==> src/rtl/page_clean_out_pkg.sv <==
// Shared types and helpers for the page drain path.
// State encoding, default geometry and the last-beat keep mask.
package page_clean_out_pkg;

  localparam int NUM_BANK_D = 16;
  localparam int DATA_W_D   = 64;
  localparam int ADDR_W_D   = 9;

  typedef enum logic [2:0] {
    S_IDLE,
    S_READ,
    S_FLUSH,
    S_DONE,
    S_WAIT_LOW
  } state_t;

  // rem == 0 means the final beat is full
  function automatic logic [63:0] keep_from_rem(
    input logic [5:0] rem,
    input int         bytes
  );
    logic [63:0] m;
    if (rem == 6'd0)
      m = (bytes >= 64) ? '1 : ((64'd1 << bytes) - 64'd1);
    else
      m = (64'd1 << rem) - 64'd1;
    return m;
  endfunction

endpackage

==> src/rtl/page_clean_out_skid_fifo.sv <==
// Show-ahead output FIFO holding {data, keep, last}.
// Writer guarantees it never pushes into a full buffer.
module out_skid_fifo #(
  parameter int W     = 73,
  parameter int DEPTH = 4,
  parameter int CW    = $clog2(DEPTH + 1)
) (
  input  logic          clk,
  input  logic          rst,
  input  logic          i_push,
  input  logic [W-1:0]  i_data,
  input  logic          i_pop,
  output logic [W-1:0]  o_data,
  output logic [CW-1:0] o_count,
  output logic          o_empty
);
  localparam int PW = (DEPTH > 1) ? $clog2(DEPTH) : 1;

  logic [W-1:0]  r_mem [DEPTH];
  logic [PW-1:0] r_wr;
  logic [PW-1:0] r_rd;
  logic [CW-1:0] r_count;

  function automatic logic [PW-1:0] nxt(input logic [PW-1:0] p);
    return (p == PW'(DEPTH - 1)) ? '0 : p + 1'b1;
  endfunction

  always_ff @(posedge clk) begin
    if (i_push) r_mem[r_wr] <= i_data;
  end

  always_ff @(posedge clk or posedge rst) begin
    if (rst) begin
      r_wr    <= '0;
      r_rd    <= '0;
      r_count <= '0;
    end else begin
      if (i_push) r_wr <= nxt(r_wr);
      if (i_pop)  r_rd <= nxt(r_rd);
      r_count <= r_count + CW'(i_push) - CW'(i_pop);
    end
  end

  assign o_data  = r_mem[r_rd];
  assign o_count = r_count;
  assign o_empty = (r_count == '0);

endmodule

==> src/rtl/page_clean_out.sv <==
// Drains a decompressed page from the banked history RAM as a keep/last stream.
// Define PAGE_CLEAN_CLR_EN to mirror every read as a clearing write.
module page_clean_out
  import page_clean_out_pkg::*;
#(
  parameter int NUM_BANK   = NUM_BANK_D,
  parameter int DATA_W     = DATA_W_D,
  parameter int ADDR_W     = ADDR_W_D,
  parameter int FIFO_DEPTH = 4
) (
  input  logic                       clk,
  input  logic                       rst,
  input  logic                       page_finish,
  input  logic [31:0]                page_len,
  output logic [NUM_BANK-1:0]        ram_rd_en,
  output logic [ADDR_W-1:0]          ram_rd_addr,
  input  logic [NUM_BANK*DATA_W-1:0] ram_rd_data,
  output logic [NUM_BANK-1:0]        ram_clr_en,
  output logic [ADDR_W-1:0]          ram_clr_addr,
  output logic                       out_valid,
  input  logic                       out_ready,
  output logic [DATA_W-1:0]          out_data,
  output logic [DATA_W/8-1:0]        out_keep,
  output logic                       out_last,
  output logic                       cl_finish,
  output logic                       len_err
);
  localparam int BYTES = DATA_W / 8;
  localparam int BYW   = $clog2(BYTES);
  localparam int BB    = $clog2(NUM_BANK);
  localparam int CW    = $clog2(FIFO_DEPTH + 1);
  localparam int FW    = DATA_W + BYTES + 1;
  localparam logic [31:0] CAP = 32'(NUM_BANK * (2 ** ADDR_W) * BYTES);

  state_t            r_state;
  state_t            w_next;
  logic [31:0]       r_len;
  logic [31:0]       r_nb;
  logic [31:0]       r_beat;
  logic              r_len_err;
  logic              r_rd_vld;
  logic [BB-1:0]     r_rd_bank;
  logic [BYTES-1:0]  r_rd_keep;
  logic              r_rd_last;

  logic [31:0]       w_len;
  logic [31:0]       w_nb;
  logic              w_start;
  logic              w_issue;
  logic              w_last_rd;
  logic [BYTES-1:0]  w_keep;
  logic [DATA_W-1:0] w_word;
  logic [CW-1:0]     w_count;
  logic              w_empty;
  logic              w_pop;
  logic [FW-1:0]     w_fifo_out;

  assign w_len   = (page_len > CAP) ? CAP : page_len;
  assign w_nb    = (w_len + 32'(BYTES - 1)) >> BYW;
  assign w_start = (r_state == S_IDLE) && page_finish;
  assign w_issue = (r_state == S_READ) &&
                   (int'(w_count) + int'(r_rd_vld) < FIFO_DEPTH);
  assign w_last_rd = w_issue && (r_beat == r_nb - 32'd1);
  assign w_keep  = BYTES'(keep_from_rem(6'(r_len % 32'(BYTES)), BYTES));

  always_ff @(posedge clk or posedge rst) begin
    if (rst) r_state <= S_IDLE;
    else     r_state <= w_next;
  end

  always_comb begin
    w_next    = r_state;
    cl_finish = 1'b0;
    unique case (r_state)
      S_IDLE:     if (page_finish) w_next = (w_nb == '0) ? S_DONE : S_READ;
      S_READ:     if (w_last_rd) w_next = S_FLUSH;
      S_FLUSH:    if (w_pop && out_last) w_next = S_DONE;
      S_DONE: begin
        cl_finish = 1'b1;
        w_next    = S_WAIT_LOW;
      end
      S_WAIT_LOW: if (!page_finish) w_next = S_IDLE;
      default:    w_next = S_IDLE;
    endcase
  end

  always_ff @(posedge clk or posedge rst) begin
    if (rst) begin
      r_len     <= '0;
      r_nb      <= '0;
      r_beat    <= '0;
      r_len_err <= 1'b0;
      r_rd_vld  <= 1'b0;
      r_rd_bank <= '0;
      r_rd_keep <= '0;
      r_rd_last <= 1'b0;
    end else begin
      if (w_start) begin
        r_len  <= w_len;
        r_nb   <= w_nb;
        r_beat <= '0;
        if (page_len > CAP) r_len_err <= 1'b1;
      end else if (w_issue) begin
        r_beat <= r_beat + 32'd1;
      end
      r_rd_vld  <= w_issue;
      r_rd_bank <= r_beat[BB-1:0];
      r_rd_keep <= w_last_rd ? w_keep : '1;
      r_rd_last <= w_last_rd;
    end
  end

  assign ram_rd_en   = w_issue ? (NUM_BANK'(1) << r_beat[BB-1:0]) : '0;
  assign ram_rd_addr = w_issue ? r_beat[BB +: ADDR_W] : '0;
  assign w_word      = ram_rd_data[r_rd_bank * DATA_W +: DATA_W];

`ifdef PAGE_CLEAN_CLR_EN
  assign ram_clr_en   = ram_rd_en;
  assign ram_clr_addr = ram_rd_addr;
`else
  assign ram_clr_en   = '0;
  assign ram_clr_addr = '0;
`endif

  out_skid_fifo #(
    .W     (FW),
    .DEPTH (FIFO_DEPTH),
    .CW    (CW)
  ) u_fifo (
    .clk     (clk),
    .rst     (rst),
    .i_push  (r_rd_vld),
    .i_data  ({w_word, r_rd_keep, r_rd_last}),
    .i_pop   (w_pop),
    .o_data  (w_fifo_out),
    .o_count (w_count),
    .o_empty (w_empty)
  );

  // gate the show-ahead word so idle outputs read as zero
  assign out_valid = !w_empty;
  assign w_pop     = out_valid && out_ready;
  assign out_data  = out_valid ? w_fifo_out[FW-1 -: DATA_W] : '0;
  assign out_keep  = out_valid ? w_fifo_out[BYTES:1] : '0;
  assign out_last  = out_valid && w_fifo_out[0];
  assign len_err   = r_len_err;

endmodule

==> config.mk <==
export PLATFORM = sky130hd
export DESIGN_NAME = page_clean_out
export DESIGN_NICKNAME = d
export VERILOG_FILES = /design/src/rtl/page_clean_out_pkg.sv /design/src/rtl/page_clean_out_skid_fifo.sv /design/src/rtl/page_clean_out.sv
export SDC_FILE = /design/constraint.sdc
export NUM_CORES = 1
export LEC_CHECK = 0
export ABC_CLOCK_PERIOD_IN_PS = 3430
export BUFFER_PORTS_ARGS = -buffer_cell sky130_fd_sc_hd__buf_2
export CORE_AREA = 2 2 461 463
export DETAILED_ROUTE_END_ITERATION = 7
export DIE_AREA = 0 0 463 465
export MAX_ROUTING_LAYER = met4
export PLACE_DENSITY_LB_ADDON = 0.08
export RECOVER_POWER = 25
export SYNTH_ARGS = -nofsm -noshare
export SYNTH_HDL_FRONTEND = slang
export SYNTH_SLANG_ARGS = --single-unit
==> constraint.sdc <==
create_clock -name clk -period 3.43 [get_ports clk]
set_input_delay 0.686 -clock clk [delete_from_list [all_inputs] [get_ports clk]]
set_output_delay 0.686 -clock clk [all_outputs]
set_load 0.01 [all_outputs]
# After elaboration in Yosys (flattened, before gate mapping)
# Memory sizes are Yosys's and may differ from the RTL's.
# Cells that the tools add are included.
[word_totals]
ff_bits = 89
latchBits = 0
mem_bits_rw = 292
rom_bits = 0
in_bits = 1060
out_inout_bits = 126
word_cells = 72
memories = 1
[op_classes]
add_sub_neg = 9
mul = 0
n_div = 0
order_cmp = 2
n_eq_ne = 11
shifts = 3
muxes = 20
n_bitwise = 0
reduce_logical = 14
[memory_table]
columns = ["name", "words", "width", "rd", "rd_ports_with_merged_regs", "wr", "line", "rtl"]
rows = [
  ["u_fifo.r_mem", 4, 73, 1, 0, 1, "page_clean_out_skid_fifo.sv:19", "logic [W-1:0] r_mem [DEPTH];"],
]
[op_table]
columns = ["operator", "count"]
rows = [
  ["$shiftx 1024x11->64", 1],
  ["$mux 32", 3],
  ["$mux 64", 1],
  ["$add 32x1->32 const B", 1],
  ["$add 32x3->32 const B", 1],
  ["$eq 32x32->1", 1],
  ["$gt 32x17->1 const B", 1],
  ["$logic_not 32->1", 1],
  ["$sub 29x1->30 const B", 1],
  ["$mux 8", 3],
  ["$mux 16", 1],
  ["$shl 1x4->16 const A", 1],
  ["$pmux 3 s5", 1],
  ["$mux 3", 4],
  ["$mux 9", 1],
  ["$ne 2x2->1 const B", 4],
  ["$shl 1x3->8 const A", 1],
  ["$sub 8x1->8 const B", 1],
  ["$eq 3x2->1 const B", 2],
  ["$logic_and 1x1->1", 6],
  ["$logic_not 3->1", 2],
  ["$logic_not 6->1", 1],
  ["$mux 2", 3],
  ["$add 2x1->2 const B", 2],
  ["12 further kinds", 15],
]

# Depth between registers and ports, before layout
[depth]
word_depth = 7
ltp_mapped = 11
ltp_nobuf = 10

# By module
# Synthesis repeated with hierarchy kept, for this count alone.
[hier_totals]
cells_unflattened = 1478
area_unflattened_um2 = 24091.9
[modules_own_cells]
columns = ["module", "n_inst", "cells_per_inst", "area_per_inst_um2", "seq_area_each_um2"]
rows = [
  ["page_clean_out", 1, 1061, 13147.6, 2052.0],
  ["out_skid_fifo", 1, 417, 10944.2, 8943.6],
]

# Worst setup path after synthesis
# OpenSTA, ideal clock, no wires.
[synth_path]
path_kind = "input port to flip-flop"
start = "input port page_len[30]"
end = "register r_state[1]"
setup_ns = 0.131
t_arrival_ns = 2.785
required_ns = 3.299
slack_ns = 0.514
stages = 8
n_path_buf = 0
path_cell_list = "nor4_1 > nand4_1 > nor4_1 > nor2b_1 > mux2i_1 > a41oi_1 > nor4_1 > or3_1"
[synth_via]
elab_chain_len = 7
[synth_lines]
columns = ["item", "line", "rtl"]
rows = [
  ["start, declared", "page_clean_out.sv:14", "input logic [31:0] page_len,"],
  ["$gt 32x17->1", "page_clean_out.sv:58", "assign w_len = (page_len > CAP) ? CAP : page_len;"],
  ["$mux 32 *", "page_clean_out.sv:58", ""],
  ["$add 32x3->32 *", "page_clean_out.sv:59", "assign w_nb = (w_len + 32'(BYTES - 1)) >> BYW;"],
  ["$logic_not 32->1 *", "page_clean_out.sv:75", "S_IDLE: if (page_finish) w_next = (w_nb == '0) ? S_DONE : S_READ;"],
  ["$mux 2 *", "page_clean_out.sv:75", ""],
  ["$mux 3 *", "page_clean_out.sv:75", ""],
  ["$pmux 3 s5 *", "page_clean_out.sv:74", "unique case (r_state)"],
  ["end signal, assigned", "page_clean_out.sv:68", "else r_state <= w_next;"],
  ["end, declared", "page_clean_out.sv:35", "state_t r_state;"],
]
# Every way passes the cells marked *; elsewhere a longest branch is shown, timed or not. The select of a mux whose other input is x is not followed.
# A chain may end at the register's enable or synchronous reset.

# Worst setup path after layout
[layout_path]
start = "register u_fifo.r_count[1] (netlist: u_fifo.o_count[1])"
end = "output port ram_rd_en[14]"
[layout_via]
elab_chain_len = 4
[layout_lines]
columns = ["item", "line", "rtl"]
rows = [
  ["start, declared", "page_clean_out_skid_fifo.sv:22", "logic [CW-1:0] r_count;"],
  ["start signal, assigned", "page_clean_out_skid_fifo.sv:40", "r_count <= r_count + CW'(i_push) - CW'(i_pop);"],
  ["$add 3x1->4", "page_clean_out.sv:62", "(int'(w_count) + int'(r_rd_vld) < FIFO_DEPTH);"],
  ["$lt 4x3->1", "page_clean_out.sv:62", ""],
  ["$logic_and 1x1->1", "page_clean_out.sv:61", "assign w_issue = (r_state == S_READ) &&"],
  ["$mux 16", "page_clean_out.sv:113", "assign ram_rd_en = w_issue ? (NUM_BANK'(1) << r_beat[BB-1:0]) : '0;"],
  ["end, declared", "page_clean_out.sv:15", "output logic [NUM_BANK-1:0] ram_rd_en,"],
]
# No other way between the ends.

==> flow_summary.yaml <==
outcome:
  status: "complete, but fails checks"
  violations: "max-capacitance violations, max-slew violations"
routing:
  first_pass_iters: 6
  drt_iter0_drc: 1146
  wl_per_cell_um: 31.6
  drc: 0
  viasPerCell: 3.68
  ant_nets: 0
  via_count: 20800
  drt_wl_total_um: 178000
job:
  drv_cap: 4
clock_tree:
  cts.sinks: 381
  numCtsBuffers: 49
  cts_tree: "done"
  clkLatencyLatePin_ps: 630
  cts-root-buf: "clkbuf_16"
  path_clk_slew_ps: 60
  cts-htree-levels: 2
  cts_buffer_depth: 3
  ctsHoldBuffers: 0
global_route:
  grt_util_all_layers_pct: 16.5
  gr-total-overflow: 0
  grt_pass1_wl_um: 227000
  grt_max_degree: 70
  antenna_found_initial: 119
  grt_pass1_vias: 21700
yosys:
  synth_edf_count: 292
  async_reset_ff_share_pct: 23.4
  synthFlopType: "edfxtp_1"
  synth_area_per_cell_sq_um: 16.2
  yosysWarnings: 0
  ys_seq_elements: 381
  synth.distinct_cells: 64
  netlist_area_sq_um: 24200
  ys_seq_area_share_pct: 45.5
  netlist_instances: 1495
sta:
  finalClockSkew_ps: 28.6
  fmax_mhz: 311
  fin_worst_hold_slack_ps: 328
  drv_slew: 100
  period_share_pct: 93.8
  setup_slack_ps: 212
  fin_crit_ps: 3220
  finalSetupViolCount: 0
  hold_violations: 0
  rsz0062_at_grt: "no"
  worstMarginPinSlew_ps: 2370
  relSlewSlack_pct: -57.7
worst_setup_path:
  cp_max_fo: 20
  timing_worst_setup_path_type: "register to output port"
  cp_cell_sequence: "or2_2 -> a21oi_2 -> o21a_2 -> buf_6 -> and3_1 -> and2_1 -> buf_2"
  crit_slowest_cell: "dfrtp_1"
  crit_required_ps: 2740
  critPathArrivalTime_ps: 2530
  start_kind: "register"
  critical_path.max_stage_delay_ps: 440
  worst_setup_path_end_kind: "output port"
power:
  pwr_density_cell_nw_per_um2: 906
  peakVddDrop_mv: 0.475
  leakage_nw: 13.7
floorplanning:
  ios: 1186
  rows: 169
  core_area_sq_um: 211000
  die_w_um: 463
  die-area_sq_um: 215000
  die-height_um: 465
  initial_core_util_pct: 11.5
worst_hold_path:
  hold_class: "input pin to async pin"
final_layout:
  final_layout_size_suffix_gt1_share_pct: 65.0
  final_area_sq_um: 36100
  syn2layout_area_growth_pct: 49.4
  finalNetCount: 3776
placement:
  dpl_cell_area_sq_um: 34200
  place_ws_ps: -37.5
  io_buffer_count: 1160
  place_hpwl_um: 154000
  gp_congestion: 0.963
[kinds of logic after synthesis]
logic type | synth area share (%)
multiplexers | 37.1
flip-flops | 45.5
AND/OR/NAND/NOR | 8.55
buffers and inverters | 3.10
AO/OA/AOI/OAI | 2.29
XOR/XNOR | 2.54
adder cells (fa/ha/maj) | 0.860
other | 0.0311
[cell usage in the layout, fill, tap and decap left out, types with 24 or more instances in the layout]
| master | instances |
|---|---|
| buf_2 | 1160 |
| mux4_2 | 393 |
| edfxtp_1 | 292 |
| and2_1 | 99 |
| diode_2 | 84 |
| dfrtp_1 | 81 |
| buf_4 | 81 |
| nand2_1 | 50 |
| clkbuf_16 | 50 |
| nor2_1 | 47 |
| xor2_1 | 36 |
| xnor2_1 | 34 |
| nor3_1 | 30 |
| buf_12 | 29 |
| conb_1 | 26 |
| nand3_1 | 24 |
| o21ai_0 | 24 |
[registers in the layout (all words and copies together), names as in the netlist, 2 cells and up]
| register | flops |
|---|---|
| u_fifo.o_count | 3 |
| u_fifo.r_wr | 2 |
| r_beat | 32 |
| r_state | 3 |
| u_fifo.r_rd | 2 |
| r_len | 3 |
| r_rd_bank | 4 |
| u_fifo.r_mem | 292 |
| r_rd_keep | 8 |
| r_nb | 29 |
[stage by stage]
step | utilization (%) | setup TNS, ps | std cells | power (mW)
floorplan | - | 0 | 1519 | 18.2
global placement | 16.2 | -157 | 5466 | 28.1
detailed placement | 16.2 | -37.5 | 5466 | 28.3
CTS | 17.0 | 0 | 5560 | 34.0
global route | 17.1 | 0 | 5627 | 34.6
finish | 17.1 | 0 | 5644 | 32.7
[worst max-delay path, delay by kind of cell, from the launching register on]
| family | cells | cell delay, ps |
|---|---|---|
| compound gates | 2 | 430 |
| buf+inv | 2 | 330 |
| flops | 1 | 440 |
| simple gates | 3 | 710 |
[path summary, 6_finish.rpt]
kind / start / endpoint / slack [ps] / cells past startpoint
max reg2reg: r_nb[0] / r_rd_keep[1] / 250 / 11
min in group clk: page_len[0] / r_len[0] / 360 / 3
max in group asynchronous: rst / r_beat[26] / 1070 / 3
min reg2reg: len_err / len_err / 480 / 1
min: rst / r_rd_bank[3] / 330 / 2
max: u_fifo.o_count[1] / ram_rd_en[14] / 210 / 7
[Yosys cell counts, drive strengths merged (6+ instances only)]
cell / count / area share, %
nand3: 24 / 0.50
nor2b: 9 / 0.23
mux2i: 7 / 0.29
nor2: 48 / 0.76
mux4: 393 / 37
a31oi: 8 / 0.21
dfrtp: 89 / 9.2
nor4: 12 / 0.37
and2: 106 / 2.7
or3: 21 / 0.54
xnor2: 34 / 1.2
ha: 15 / 0.78
a21oi: 15 / 0.31
nor3: 34 / 0.79
buf: 69 / 1.5
nand2: 50 / 0.78
inv: 24 / 0.37
or2: 8 / 0.21
and3: 12 / 0.31
o211ai: 6 / 0.19
o21ai: 24 / 0.50
edfxtp: 292 / 36
clkbuf: 79 / 1.2
nand4: 20 / 0.54
xor2: 36 / 1.3
[area by class of cell]
| type | instances | area, sq um |
|---|---|---|
| diodes | 84 | 210 |
| clock buffers | 63 | 1360 |
| clock inverters | 27 | 310 |
| fillers | 23400 | 175000 |
| inverters | 24 | 91.3 |
| multi-input cells | 966 | 12500 |
| flip-flops and latches | 381 | 11000 |
| well taps | 2821 | 3530 |
| repair buffers | 1278 | 7030 |
[timing repair]
item,in CTS,in global routing
setup endpoints to repair,52,13
pin swaps,0,0
buffers inserted,4,0
resized for setup,4,7
[layer usage]
layer | routed length, um | global-route usage [%] | vias up | share of wire [%]
met2 | 97300 | 30.6 | 925 | 55
met4 | 5170 | 3.99 | 0 | 2.9
met5 | 0 | - | - | 0
li1 | - | - | 8686 | -
met3 | 8910 | 3.20 | 192 | 5.0
met1 | 67100 | 17.8 | 11000 | 38
[where the power goes]
part | internal (mW) | switching [mW] | total, mW
registers | 7.58 | 1.02 | 8.61
clock network | 3.18 | 2.15 | 5.33
logic | 7.99 | 10.8 | 18.8
total | 18.8 | 14.0 | 32.7
No activity file was read; power rests on OpenSTA's default activity.
